<file path="src/rtl/tube_scan_controller_pkg.sv">
// Shared constants and types for the 8-digit tube refresh scheduler.
package tube_scan_controller_pkg;

  localparam int NUM_DIGITS = 8;
  localparam logic [7:0] BLANK_SHAPE = 8'hFF;
  localparam logic [7:0] ALL_OFF = 8'hFF;

  // Active-high gfedcba patterns, indexed by the hex value.
  localparam logic [6:0] SEG_TABLE [16] = '{
    7'b0111111, 7'b0000110, 7'b1011011, 7'b1001111,
    7'b1100110, 7'b1101101, 7'b1111101, 7'b0100111,
    7'b1111111, 7'b1100111, 7'b1110111, 7'b1111100,
    7'b0111001, 7'b1011110, 7'b1111001, 7'b1110001
  };

  typedef struct packed {
    logic [4*NUM_DIGITS-1:0] data;
    logic [NUM_DIGITS-1:0]   digit_mask;
    logic [NUM_DIGITS-1:0]   blink_mask;
    logic [NUM_DIGITS-1:0]   dp;
    logic                    zero_blank;
  } tube_cfg_t;

endpackage

</file>
<file path="src/rtl/tube_scan_controller_hex_to_seg7.sv">
// Hex nibble to active-high gfedcba segment pattern.
module hex_to_seg7
  import tube_scan_controller_pkg::*;
(
  input  logic [3:0] nibble,
  output logic [6:0] seg
);

  assign seg = SEG_TABLE[nibble];

endmodule

</file>
<file path="src/rtl/tube_scan_controller.sv">
// Time-multiplexed refresh of the 8-digit tube with dead-time blanking,
// blinking, leading-zero suppression and frame-aligned config updates.
module tube_scan_controller
  import tube_scan_controller_pkg::*;
#(
  parameter int SCAN_DIV       = 40000,
  parameter int BLANK_CYCLES   = 2000,
  parameter int BLINK_DIV_LOG2 = 24
) (
  input  logic                    iFpgaClock,
  input  logic                    iCpuReset,
  input  logic [4*NUM_DIGITS-1:0] iDisplayData,
  input  logic [NUM_DIGITS-1:0]   iDigitMask,
  input  logic [NUM_DIGITS-1:0]   iBlinkMask,
  input  logic [NUM_DIGITS-1:0]   iDecimalPoint,
  input  logic                    iZeroBlank,
  input  logic                    iConfigLoad,
  output logic [NUM_DIGITS-1:0]   oDigitalTubeNotEnable,
  output logic [7:0]              oDigitalTubeShape,
  output logic                    oFrameStart,
  output logic                    oConfigBusy
);

  localparam int CNT_W = $clog2(SCAN_DIV);
  localparam int IDX_W = $clog2(NUM_DIGITS);
  localparam logic [CNT_W-1:0] SLOT_LAST = CNT_W'(SCAN_DIV - 1);
  localparam logic [CNT_W-1:0] BLANK_END = CNT_W'(BLANK_CYCLES);
  localparam logic [IDX_W-1:0] IDX_LAST  = IDX_W'(NUM_DIGITS - 1);

  logic [CNT_W-1:0]          slot_cnt_reg;
  logic [IDX_W-1:0]          digit_idx_reg;
  logic [BLINK_DIV_LOG2-1:0] blink_cnt_reg;
  logic                      pending_reg;
  tube_cfg_t                 active_cfg_reg;
  tube_cfg_t                 staging_cfg_reg;
  tube_cfg_t                 load_cfg;

  logic                  frame_end;
  logic [NUM_DIGITS-1:0] zero_from;
  logic [3:0]            cur_nibble;
  logic [6:0]            cur_seg;
  logic                  zero_blanked;
  logic                  visible;
  logic [NUM_DIGITS-1:0] not_enable_next;
  logic [7:0]            shape_next;
  logic                  frame_start_next;

  always_comb begin
    load_cfg            = '0;
    load_cfg.data       = iDisplayData;
    load_cfg.digit_mask = iDigitMask;
    load_cfg.blink_mask = iBlinkMask;
    load_cfg.dp         = iDecimalPoint;
    load_cfg.zero_blank = iZeroBlank;
  end

  assign frame_end = (slot_cnt_reg == SLOT_LAST) && (digit_idx_reg == IDX_LAST);

  always_ff @(posedge iFpgaClock) begin
    if (iCpuReset) begin
      slot_cnt_reg    <= '0;
      digit_idx_reg   <= '0;
      blink_cnt_reg   <= '0;
      pending_reg     <= 1'b0;
      active_cfg_reg  <= '0;
      staging_cfg_reg <= '0;
    end else begin
      blink_cnt_reg <= blink_cnt_reg + 1'b1;
      if (slot_cnt_reg == SLOT_LAST) begin
        slot_cnt_reg  <= '0;
        digit_idx_reg <= digit_idx_reg + 1'b1;
      end else begin
        slot_cnt_reg <= slot_cnt_reg + 1'b1;
      end
      // Active config only ever changes on the frame boundary.
      if (iConfigLoad) begin
        staging_cfg_reg <= load_cfg;
        if (frame_end) begin
          active_cfg_reg <= load_cfg;
          pending_reg    <= 1'b0;
        end else begin
          pending_reg <= 1'b1;
        end
      end else if (frame_end) begin
        if (pending_reg) active_cfg_reg <= staging_cfg_reg;
        pending_reg <= 1'b0;
      end
    end
  end

  // zero_from[i]: nibbles i..7 of the active image are all zero.
  genvar gi;
  generate
    for (gi = 0; gi < NUM_DIGITS; gi++) begin : g_zero
      assign zero_from[gi] = (active_cfg_reg.data[4*NUM_DIGITS-1:4*gi] == '0);
    end
  endgenerate

  assign cur_nibble = active_cfg_reg.data[{digit_idx_reg, 2'b00} +: 4];

  hex_to_seg7 u_hex_to_seg7 (
    .nibble (cur_nibble),
    .seg    (cur_seg)
  );

  assign zero_blanked = active_cfg_reg.zero_blank && (digit_idx_reg != '0)
                        && zero_from[digit_idx_reg];
  assign visible = (slot_cnt_reg >= BLANK_END)
                   && active_cfg_reg.digit_mask[digit_idx_reg]
                   && !(active_cfg_reg.blink_mask[digit_idx_reg]
                        && blink_cnt_reg[BLINK_DIV_LOG2-1])
                   && !zero_blanked;

  always_comb begin
    not_enable_next = ALL_OFF;
    shape_next      = BLANK_SHAPE;
    if (visible) begin
      not_enable_next = ~(NUM_DIGITS'(1) << digit_idx_reg);
      shape_next      = {~active_cfg_reg.dp[digit_idx_reg], ~cur_seg};
    end
  end

  assign frame_start_next = (slot_cnt_reg == '0) && (digit_idx_reg == '0);

  always_ff @(posedge iFpgaClock) begin
    if (iCpuReset) begin
      oDigitalTubeNotEnable <= ALL_OFF;
      oDigitalTubeShape     <= BLANK_SHAPE;
      oFrameStart           <= 1'b0;
      oConfigBusy           <= 1'b0;
    end else begin
      oDigitalTubeNotEnable <= not_enable_next;
      oDigitalTubeShape     <= shape_next;
      oFrameStart           <= frame_start_next;
      oConfigBusy           <= pending_reg;
    end
  end

endmodule
</file>
<file path="config.mk">
export PLATFORM = sky130hd
export DESIGN_NAME = tube_scan_controller
export DESIGN_NICKNAME = d
export VERILOG_FILES = /design/src/rtl/tube_scan_controller_pkg.sv /design/src/rtl/tube_scan_controller_hex_to_seg7.sv /design/src/rtl/tube_scan_controller.sv
export SDC_FILE = /design/constraint.sdc
export NUM_CORES = 1
export LEC_CHECK = 0
export CORE_UTILIZATION = 35
export DETAILED_ROUTE_END_ITERATION = 8
export DONT_BUFFER_PORTS = 1
export HOLD_SLACK_MARGIN = 0.08
export PLACE_DENSITY_LB_ADDON = 0.08
export SYNTH_ARGS = -nofsm -noshare
export SYNTH_HDL_FRONTEND = slang
export SYNTH_SLANG_ARGS = --single-unit
</file>
<file path="constraint.sdc">
create_clock -name iFpgaClock -period 4.7 [get_ports iFpgaClock]
set_input_delay 1.175 -clock iFpgaClock [delete_from_list [all_inputs] [get_ports iFpgaClock]]
set_output_delay 1.175 -clock iFpgaClock [all_outputs]
set_load 0.02 [all_outputs]
</file>
==> results.sh <==
export IMPL_grt_pass1_wl_mm=25.21
export IMPL_top_layer="met4"
export IMPL_viasPerCell=4.978
export IMPL_setup_viol=0
export IMPL_cts_tree="yes"
export IMPL_placed_cell_area_um2=7312
export IMPL_start_kind="flop"
export IMPL_fin_hold_ws_ns=0.4622
export IMPL_port_buffers=0
export IMPL_reg2reg_slack_ns=1.65
export IMPL_ys_ff_latch=176
export IMPL_crit_family="flip-flops"
export IMPL_critPathKind="reg2reg"
export IMPL_ios=78
export IMPL_clk_path_buf_depth=2
export IMPL_antenna_left=0
export IMPL_skew_ns=0.009450
export IMPL_layout_nets=771
export IMPL_first_pass_iters=4
export IMPL_pre_cts_ws_ns=1.639
export IMPL_cp_max_fo=114
export IMPL_reg2reg_depth=6
export IMPL_slowest_stage="dfxtp_1"
export IMPL_drcViolationCount=0
export IMPL_reg2reg_to="active_cfg_reg[5]"
export IMPL_clk_pin_slew_ns=0.07
export IMPL_fin_area_um2=7905
export IMPL_seq_area_frac_synth_pct=49.03
export IMPL_status="finished, final reports clean"
export IMPL_crit_path_frequent_cell="ha_1"
export IMPL_initial_utilization_pct=35.63
export IMPL_die_h_um=145.3
export IMPL_path_cells="ha_1 > ha_1 > nor4b_4 > buf_4 > nor2_1 > a211oi_1"
export IMPL_diodes=0
export IMPL_syn_area_per_cell_um2=9.913
export IMPL_ff_latch_area_um2=3523
export IMPL_syn_instance_count=725
export IMPL_insertion_delay_ns=0.43
export IMPL_met3_length_um=790
export IMPL_grt_antenna_before_repair=0
export IMPL_holdPathEnd="slot_cnt_reg[0]"
export IMPL_cts_sinks=176
export IMPL_fillCellCount=2001
export IMPL_cap_viol_max_count=0
export IMPL_fin_ws_ns=1.654
export IMPL_vias=4883
export IMPL_multi_input_area_um2=3376
export IMPL_root_buffer="clkbuf_16"
export IMPL_cts_setup_buffers=0
export IMPL_syn_num_nets=798
export IMPL_rsz0062_at_grt="false"
export IMPL_grt_pass1_vias=4792
export IMPL_cts_hold_buffers_added=0
export IMPL_cts_resized=0
export IMPL_peakVddDrop_mv=0.2214
export IMPL_wl_mm=15.38
export IMPL_hold_depth=1
export IMPL_tightest_slew_ns=1.144
export IMPL_wl_met1_mm=7.466
export IMPL_path_buf_inv=1
export IMPL_wl_met2_mm=6.919
export IMPL_synth_edf_count=0
export IMPL_slew_headroom_pct=23.76
export IMPL_crit_reg2reg_launch="digit_idx_reg[1]"
export IMPL_die_width_um=145.3
export IMPL_period_share_pct=64.80
export IMPL_drt_iter0_markers=264
export IMPL_hold_viol=0
export IMPL_hpwlAfterDp_mm=10.31
export IMPL_rows=52
export IMPL_layout_area_overhead_vs_synth_pct=9.993
export IMPL_grt_max_degree=148
export IMPL_arrival_ns=3.38
export IMPL_htreeDepth=4
export IMPL_max_stage_delay_ns=0.92
export IMPL_grt_overflow=0
export IMPL_ys_flop_type="dfxtp_1"
export IMPL_crit_required_ns=5.04
export IMPL_yosys_warnings=0
export IMPL_core_area_um2=20170
export IMPL_async_reset_ff_share_pct=0
export IMPL_power_total_w=0.003034
export IMPL_period_minus_slack_ns=3.046
export IMPL_finalMaxSlewViolations=0
export IMPL_hold_path_class="reg2reg"
export IMPL_p_leak_nw=2.866
export IMPL_syn_area_um2=7187
export IMPL_die_area_um2=21110
export IMPL_drive_gt1_share_pct=9.986
export IMPL_critPathCaptureType="flop"
export IMPL_timing_fmax_mhz=328.3
export IMPL_cts_made_buffers=17
export IMPL_powerDensity_nw_per_um2=383.7
export IMPL_min_from="slot_cnt_reg[0]"
export IMPL_ys_types=49
export IMPL_place_congestion=0.7667
export IMPL_drt_wirelength_per_cell_um=15.67
export IMPL_gr_usage_all_layers_pct=15.19
export IMPL_finalSetupTns_ns=0
[worst register-to-register path: cells and delay by family (launching register included)]
| kind | cells | cell delay (ns) |
|---|---|---|
| AO/OA/AOI/OAI | 1 | 0.25 |
| adder cells (fa/ha/maj) | 2 | 0.55 |
| buffers and inverters | 1 | 0.85 |
| flip-flops | 1 | 0.92 |
| AND/OR/NAND/NOR | 2 | 0.39 |
[stage by stage]
| step | util, % | cells |
|---|---|---|
| final | 39.19 | 981 |
| after global routing | 39.19 | 981 |
| after CTS | 39.19 | 981 |
| after detailed placement | 36.25 | 949 |
| after global placement | 36.25 | 949 |
| after floorplan | - | 725 |
[cell usage in the layout, fill, tap and decap left out, types with 14 or more instances in the layout]
cell type and count:
mux2i_1 60, xnor2_1 23, inv_1 16, nor2_1 164, nand2_1 26, a211oi_1 49
clkbuf_16 17, dfxtp_1 176, mux4_2 14, nand3_1 20
[worst max-delay path by stage]
| stage | startpoint | to | slack, ns | depth (start not counted) |
|---|---|---|---|---|
| after detailed placement | digit_idx_reg[1] | active_cfg_reg[46] | 1.64 | 6 |
| final | digit_idx_reg[1] | active_cfg_reg[5] | 1.65 | 6 |
| after floorplan | iConfigLoad | active_cfg_reg[39] | 2.19 | 5 |
| after global routing | digit_idx_reg[1] | active_cfg_reg[18] | 1.30 | 6 |
| after global placement | digit_idx_reg[0] | oDigitalTubeShape[6] | 1.76 | 5 |
| after CTS | digit_idx_reg[1] | active_cfg_reg[46] | 1.64 | 6 |
[power breakdown]
| group | leakage, nW | internal (W) | switching, W |
|---|---|---|---|
| clock | 0.289 | 0.000806 | 0.000612 |
| combinational | 1.15 | 0.0000366 | 0.0000391 |
| sequential | 1.43 | 0.00153 | 0.0000138 |
| total | 2.87 | 0.00237 | 0.000665 |
[layout make-up]
type                       instances  area share, %
sequential                       176          44.57
inverter                          16         0.7597
clock inverter                    14          1.947
multi-input combinational        485          42.70
timing repair buffer               2         0.1899
clock buffer                      18          5.556
tap                              270          4.274
[metal layers]
metal | global-route usage [%] | vias to the layer above
met5 | 0 | -
met2 | 23.34 | 85
met3 | 4.528 | 15
met1 | 20.06 | 2307
li1 | - | 2476
met4 | 5.579 | 0
[Yosys cell counts, types with 6 or more instances]
| master | count | area share, % |
|---|---|---|
| dfxtp_1 | 176 | 49 |
| nor2_1 | 164 | 8.6 |
| mux2i_1 | 60 | 8.4 |
| a211oi_1 | 49 | 5.1 |
| nand2_1 | 26 | 1.4 |
| xnor2_1 | 23 | 2.8 |
| nand3_1 | 20 | 1.4 |
| clkbuf_1 | 19 | 0.99 |
| buf_2 | 17 | 1.2 |
| inv_1 | 16 | 0.84 |
| mux4_2 | 14 | 4.4 |
| ha_1 | 13 | 2.3 |
| nand4_1 | 13 | 1.1 |
| nor3_1 | 12 | 0.84 |
| nor4_1 | 12 | 1.0 |
| xor2_1 | 12 | 1.5 |
| a211oi_2 | 10 | 1.7 |
| and3_1 | 6 | 0.52 |
| buf_1 | 6 | 0.31 |
[logic make-up after synthesis]
family | Yosys count | synth area share, %
fa+ha+maj | 13 | 2.263
compound gates | 81 | 9.140
buf+inv | 64 | 4.004
flops | 176 | 49.03
simple gates | 277 | 17.62
xor+xnor | 35 | 4.265
mux | 79 | 13.68
No activity file was read; power rests on OpenSTA's default activity.
